==> src/rtl/vram_arbiter.sv <==
// Arbitrates the single-port video RAM between the raster fetcher and the CPU.
// Video reads always win and have fixed latency; the CPU gets any cycle video leaves free.
module vram_arbiter #(
  parameter int AW         = 16,
  parameter int DW         = 8,
  parameter int RD_LATENCY = 1,
  parameter int STALL_W    = 16
) (
  input  logic               clk_pixel,
  input  logic               nreset,
  input  logic [AW-1:0]      vid_addr,
  input  logic               vid_rd,
  output logic [DW-1:0]      vid_dout,
  input  logic               cpu_req,
  input  logic               cpu_we,
  input  logic [AW-1:0]      cpu_addr,
  input  logic [DW-1:0]      cpu_wdata,
  output logic               cpu_ack,
  output logic [DW-1:0]      cpu_rdata,
  output logic [AW-1:0]      ram_addr,
  output logic               ram_en,
  output logic               ram_we,
  output logic [DW-1:0]      ram_wdata,
  input  logic [DW-1:0]      ram_dout,
  input  logic               stall_clr,
  output logic [STALL_W-1:0] stall_cnt
);

  typedef enum logic [1:0] {IDLE, RDWAIT, ACK} state_t;

  typedef struct packed {
    logic vid;
    logic cpu;
  } tag_t;

  state_t state, state_nxt;
  tag_t [RD_LATENCY-1:0] tag_pipe;
  logic [DW-1:0] vid_hold;
  logic cpu_issue, cpu_rd_issue, vid_emerge, cpu_emerge;

  assign cpu_issue    = !vid_rd && (state == IDLE) && cpu_req;
  assign cpu_rd_issue = cpu_issue && !cpu_we;
  assign vid_emerge   = tag_pipe[RD_LATENCY-1].vid;
  assign cpu_emerge   = tag_pipe[RD_LATENCY-1].cpu;
  assign ram_wdata    = cpu_wdata;
  assign vid_dout     = vid_emerge ? ram_dout : vid_hold;

  // Tags ride alongside the RAM read so each returning word finds its owner.
  always_ff @(posedge clk_pixel or negedge nreset) begin
    if (!nreset) begin
      tag_pipe <= '0;
    end else begin
      for (int i = RD_LATENCY-1; i > 0; i--) tag_pipe[i] <= tag_pipe[i-1];
      tag_pipe[0] <= '{vid: vid_rd, cpu: cpu_rd_issue};
    end
  end

  always_ff @(posedge clk_pixel or negedge nreset) begin
    if (!nreset) state <= IDLE;
    else         state <= state_nxt;
  end

  always_comb begin
    state_nxt = state;
    case (state)
      IDLE:    if (cpu_issue) state_nxt = cpu_we ? ACK : RDWAIT;
      RDWAIT:  if (cpu_emerge) state_nxt = ACK;
      ACK:     state_nxt = IDLE;
      default: state_nxt = IDLE;
    endcase
  end

  always_comb begin
    cpu_ack  = (state == ACK);
    ram_addr = vid_addr;
    ram_en   = 1'b0;
    ram_we   = 1'b0;
    if (vid_rd) begin
      ram_en = 1'b1;
    end else if (cpu_issue) begin
      ram_addr = cpu_addr;
      ram_en   = 1'b1;
      ram_we   = cpu_we;
    end
    // Keep the macro quiet while held in reset, whatever the requesters do.
    if (!nreset) begin
      ram_en = 1'b0;
      ram_we = 1'b0;
    end
  end

  always_ff @(posedge clk_pixel or negedge nreset) begin
    if (!nreset) begin
      cpu_rdata <= '0;
      vid_hold  <= '0;
    end else begin
      if (state == RDWAIT && cpu_emerge) cpu_rdata <= ram_dout;
      if (vid_emerge)                    vid_hold  <= ram_dout;
    end
  end

  always_ff @(posedge clk_pixel or negedge nreset) begin
    if (!nreset)
      stall_cnt <= '0;
    else if (stall_clr)
      stall_cnt <= '0;
    else if (state == IDLE && cpu_req && vid_rd && !(&stall_cnt))
      stall_cnt <= stall_cnt + STALL_W'(1);
  end

endmodule

==> config.mk <==
export PLATFORM = sky130hd
export DESIGN_NAME = vram_arbiter
export DESIGN_NICKNAME = d
export VERILOG_FILES = /design/src/rtl/vram_arbiter.sv
export SDC_FILE = /design/constraint.sdc
export NUM_CORES = 1
export LEC_CHECK = 0
export BUFFER_PORTS_ARGS = -buffer_cell sky130_fd_sc_hd__buf_4
export CORE_AREA = 2 2 74 76
export DETAILED_ROUTE_END_ITERATION = 10
export DIE_AREA = 0 0 76 78
export PLACE_DENSITY = 0.74
export SETUP_SLACK_MARGIN = 0.4
export SYNTH_ARGS = -nofsm -noshare
export SYNTH_HDL_FRONTEND = slang
export SYNTH_SLANG_ARGS = --single-unit
==> constraint.sdc <==
create_clock -name clk_pixel -period 1.9 [get_ports clk_pixel]
set_input_delay 0.38 -clock clk_pixel [delete_from_list [all_inputs] [get_ports clk_pixel]]
set_output_delay 0.38 -clock clk_pixel [all_outputs]
set_load 0.01 [all_outputs]
== After elaboration in Yosys (flattened, before gate mapping) ==
Index checks and enable logic that the tools add are counted.
Word-level totals
  register bits: 36
  bits of input ports: 54
  logic and storage cells: 40
Cells by class
  $add $sub $neg: 1
  reduce and logical (&&, ||, !) cells: 14
  equal/unequal tests: 4
  muxes and demuxes: 15
Operators with widths (count)
  16-bit two-way mux: 4
  16-bit by 1-bit adder with 16-bit output (second input constant): 1
  16-bit AND reduction: 1
  8-bit two-way mux: 1
  1-bit logical AND: 7
  1-bit two-way mux: 6
  2-bit two-way mux: 3
  2-bit != test (second input constant): 2
  2-bit case mux with 2 select lines: 1
  1-bit zero test: 3
  2-bit by 1-bit equality test with 1-bit output (second input constant): 1
  2-bit equality test (second input constant): 1
  2-bit zero test: 1
  2-bit AND reduction: 1
  2-bit nonzero test: 1

== Depth between registers and ports, before layout ==
  depth in word-level cells: 6
  depth in mapped cells: 7
  gate-level depth less buffers: 5

== Worst setup path after synthesis ==
OpenSTA, ideal clock, no wires.
  kind: reg-to-output
  start point: register state[0]
  end point: output port ram_addr[10]
  arrival time: 1675 ps
  stages on the path, launching flop included: 6
  slack: -155 ps
  path through: dfrtp_1 -> nor3b_1 -> nor2b_1 -> buf_2 -> buf_1 -> mux2_2
Between the ends
  word-level cells in the longest chain between the ends: 5
Ends and longest elaborated chain
  from (decl): RTL line 36  | state_t state, state_nxt;
  from (signal assigned): RTL line 60  | else state <= state_nxt;
  2-bit zero test: RTL line 41  | assign cpu_issue = !vid_rd && (state == IDLE) && cpu_req;
  1-bit logical AND (2 in a row): RTL line 41
  16-bit two-way mux: RTL line 80  | end else if (cpu_issue) begin
  16-bit two-way mux: RTL line 78  | if (vid_rd) begin
  to (decl): RTL line 20  | output logic [AW-1:0] ram_addr,
No other way between the ends.

== Final worst setup path ==
  start point: register state[0]
  end point: output port ram_addr[13]
The elaborated chain is that of the path after synthesis.

==> qor.txt <==
status - complete, but fails checks
violated checks - setup timing
setup TNS - -5570 ps
later-pin clock latency in the skew report - 290 ps
Tot Pwr - 2.653 mW
Mapped Cells - 175
ys async rst share - 1.000
Initial Util - 0.3849
DR vias - 2002
CTS HTree Levels - 2
CP Capture Point - ram_addr[13]
max frequency - 448.8 MHz
most frequent cell after synthesis - mux2_2
top cells by area, synth - dfrtp_1 (46%), mux2_2 (21%), buf_4 (3.1%), or4_1 (3.1%), a21oi_1 (2.8%)
largest area contributor in the netlist - dfrtp_1
detailed-route wire length - 6.910 mm
vias per inst - 5.367
Mapped Avg Cell Area - 11.09 sq um
Synth top area share - 0.4642
Final Cell Area - 0.003553 sq mm
total gr overflow - 0
dpl cells - 340
CP bufs+invs - 2
clk slew on worst S/H paths - 80 ps
Most used DFF post-synth - dfrtp_1
count of cell types in the netlist - 31
crit path max fanout - 5
worst-case clock buffer depth - 2
TritonCTS buffer count - 5
power density over cell area - 746.7 mW/mm^2
max_slew headroom - 0.7260
R2R Path Start - state[1]
row cnt - 26
Worst Setup Slack, final - -328.4 ps
CTS tree - built
share of cells above drive strength 1 - 0.7261
drt drc - 0
Synth Cell Area - 0.001941 sq mm
die area - 0.005928 sq mm
Worst Tran Pin Value - 411.0 ps
Setup crit end kind - output pin
min Tclk post-route - 2228 ps
WL/cell - 18.53 um
number of global-route vias before repair - 2100
Core Util, Final - 0.7047
placer congestion estimate - 0.7409
Detailed Routing Iterations Pass 1 - 4
crit path kind - reg -> out
CTS Root Buffer Type - clkbuf_8
Die Y - 78 um
Critical Path Max Stage Delay - 410 ps
maximum VDD drop - 0.6516 mV
drt initial violations - 97
worst-path cell chain - nor3b_2, nor2b_4, buf_6, mux2_4, buf_6
reg2reg end - stall_cnt[13]
final hold vios - 0
initial antenna violation count - 0
Seq/Total Area, Yosys - 0.4642
FF+latch count, synth - 36
reg2reg setup slack - -100 ps
Core Region - 0.005042 sq mm
Tot GR Track Use - 0.2231
Slew Limit Fails - 0
Syn Nets - 230
Data required, critical path - 1520 ps
Worst path depth - 5
worst r2r path cells - 6
Hold Path Class - in -> async
cell family with the largest share of critical-path delay - simple AND/OR/NAND/NOR gates
Die W - 76 um
Finished Layout Cells - 373
Antenna Nets Post-Route - 0
EDFF count, synth - 0
Final Cycle Share - 1.173
clk_skew - 10.68 ps
Leakage - 1.633 nW
port buffer count - 96
Syn. warnings - 0
Crit. Startpoint - state[0]
dpl ws - -137.3 ps
max-cap violations - 0
Placed Area - 0.002795 sq mm
critical path arrival - 1850 ps
most used cell, CP - buf_6
Hold WS - 140.1 ps
count of final setup violators - 23
area grow syn2layout - 83.11%
global-route wire length before repair - 10.49 mm
Layout Nets - 357
IO Count - 113
DP HPWL - 3.980 mm
Clock Sinks - 36
largest net degree at the start of global routing - 31
antenna cells - 0
highest-delay cell along the critical path - dfrtp_1
RSZ-0062 raised after global routing - yes
Worst setup SP type - register
Commonest cells post-synth - mux2_2 (37), dfrtp_1 (36), a21oi_1 (11)
flip-flops by register name (all words and copies together) (netlist names):
name	flops
vid_emerge	1
cpu_rdata	8
state	2
vid_hold	8
stall_cnt	16
cpu_emerge	1
power by group:
part / leakage, nW / internal [mW] / switching [mW]
logic: 1.14 / 0.681 / 0.424
clock network: 0.0455 / 0.296 / 0.270
registers: 0.452 / 0.893 / 0.0892
worst min path at each step:
stage	startpoint	end	slack, ps	depth (start not counted)
2_1_floorplan	nreset	cpu_emerge	80	0
3_3_place_gp	nreset	vid_emerge	210	1
3_5_place_dp	nreset	vid_emerge	210	1
4_1_cts	nreset	cpu_rdata[0]	160	2
5_1_grt	nreset	stall_cnt[11]	170	2
6_report	nreset	stall_cnt[11]	140	2
logic make-up (layout without fill, tap and decap cells):
group / Yosys count / count (layout) / share of synthesized area
AO/OA/AOI/OAI: 23 / 23 / 0.07157
AND/OR/NAND/NOR: 59 / 59 / 0.1883
multiplexers: 37 / 37 / 0.2147
buffers and inverters: 19 / 147 / 0.05480
flip-flops: 36 / 36 / 0.4642
adder cells (fa/ha/maj): 1 / 1 / 0.006446
layer usage:
| metal | up-vias | wire [um] | part of all wire | track usage |
|---|---|---|---|---|
| li1 | 892 | - | - | - |
| met1 | 1000 | 2510 | 0.36 | 0.2418 |
| met2 | 91 | 3718 | 0.54 | 0.4161 |
| met3 | 19 | 559 | 0.081 | 0.07093 |
| met4 | 0 | 121 | 0.018 | 0.06727 |
| met5 | - | 0 | 0 | 0 |
timing repair:
action	CTS	global route
resized for setup	94	26
hold buffers	1	0
setup endpoints to repair	49	45
pin swaps	24	6
gates cloned	3	0
setup buffers	15	6
endpoints found under the hold margin	6	0
final cells by class:
| cell class | count | area [sq um] |
|---|---|---|
| multi-input cells | 120 | 1244 |
| inverters | 1 | 3.754 |
| flip-flops and latches | 36 | 908.4 |
| well taps | 70 | 87.58 |
| fillers | 337 | 1489 |
| clock buffers | 8 | 90.09 |
| repair buffers | 138 | 1220 |
cells in the final DEF, fill, tap and decap left out, types with 2 or more instances in the layout:
| cell | synthesis | routed |
|---|---|---|
| buf_4 | 8 | 91 |
| clkbuf_1 | 5 | 2 |
| or2_4 | 0 | 2 |
| dfrtp_1 | 36 | 30 |
| a21oi_1 | 11 | 4 |
| nor4_4 | 0 | 4 |
| nand4_1 | 4 | 4 |
| nor2b_1 | 8 | 5 |
| mux2_2 | 37 | 8 |
| buf_6 | 0 | 45 |
| nor2b_4 | 0 | 2 |
| or4_4 | 0 | 5 |
| clkbuf_8 | 0 | 6 |
| mux2_4 | 0 | 29 |
| or4_1 | 8 | 3 |
| nand2_1 | 7 | 6 |
| nor2_1 | 6 | 6 |
| a21oi_2 | 0 | 7 |
| dfrtp_2 | 0 | 6 |
| nand3_1 | 6 | 5 |
| o31ai_1 | 7 | 7 |
| and4_1 | 3 | 2 |
(Power assumes the default switching activity.)
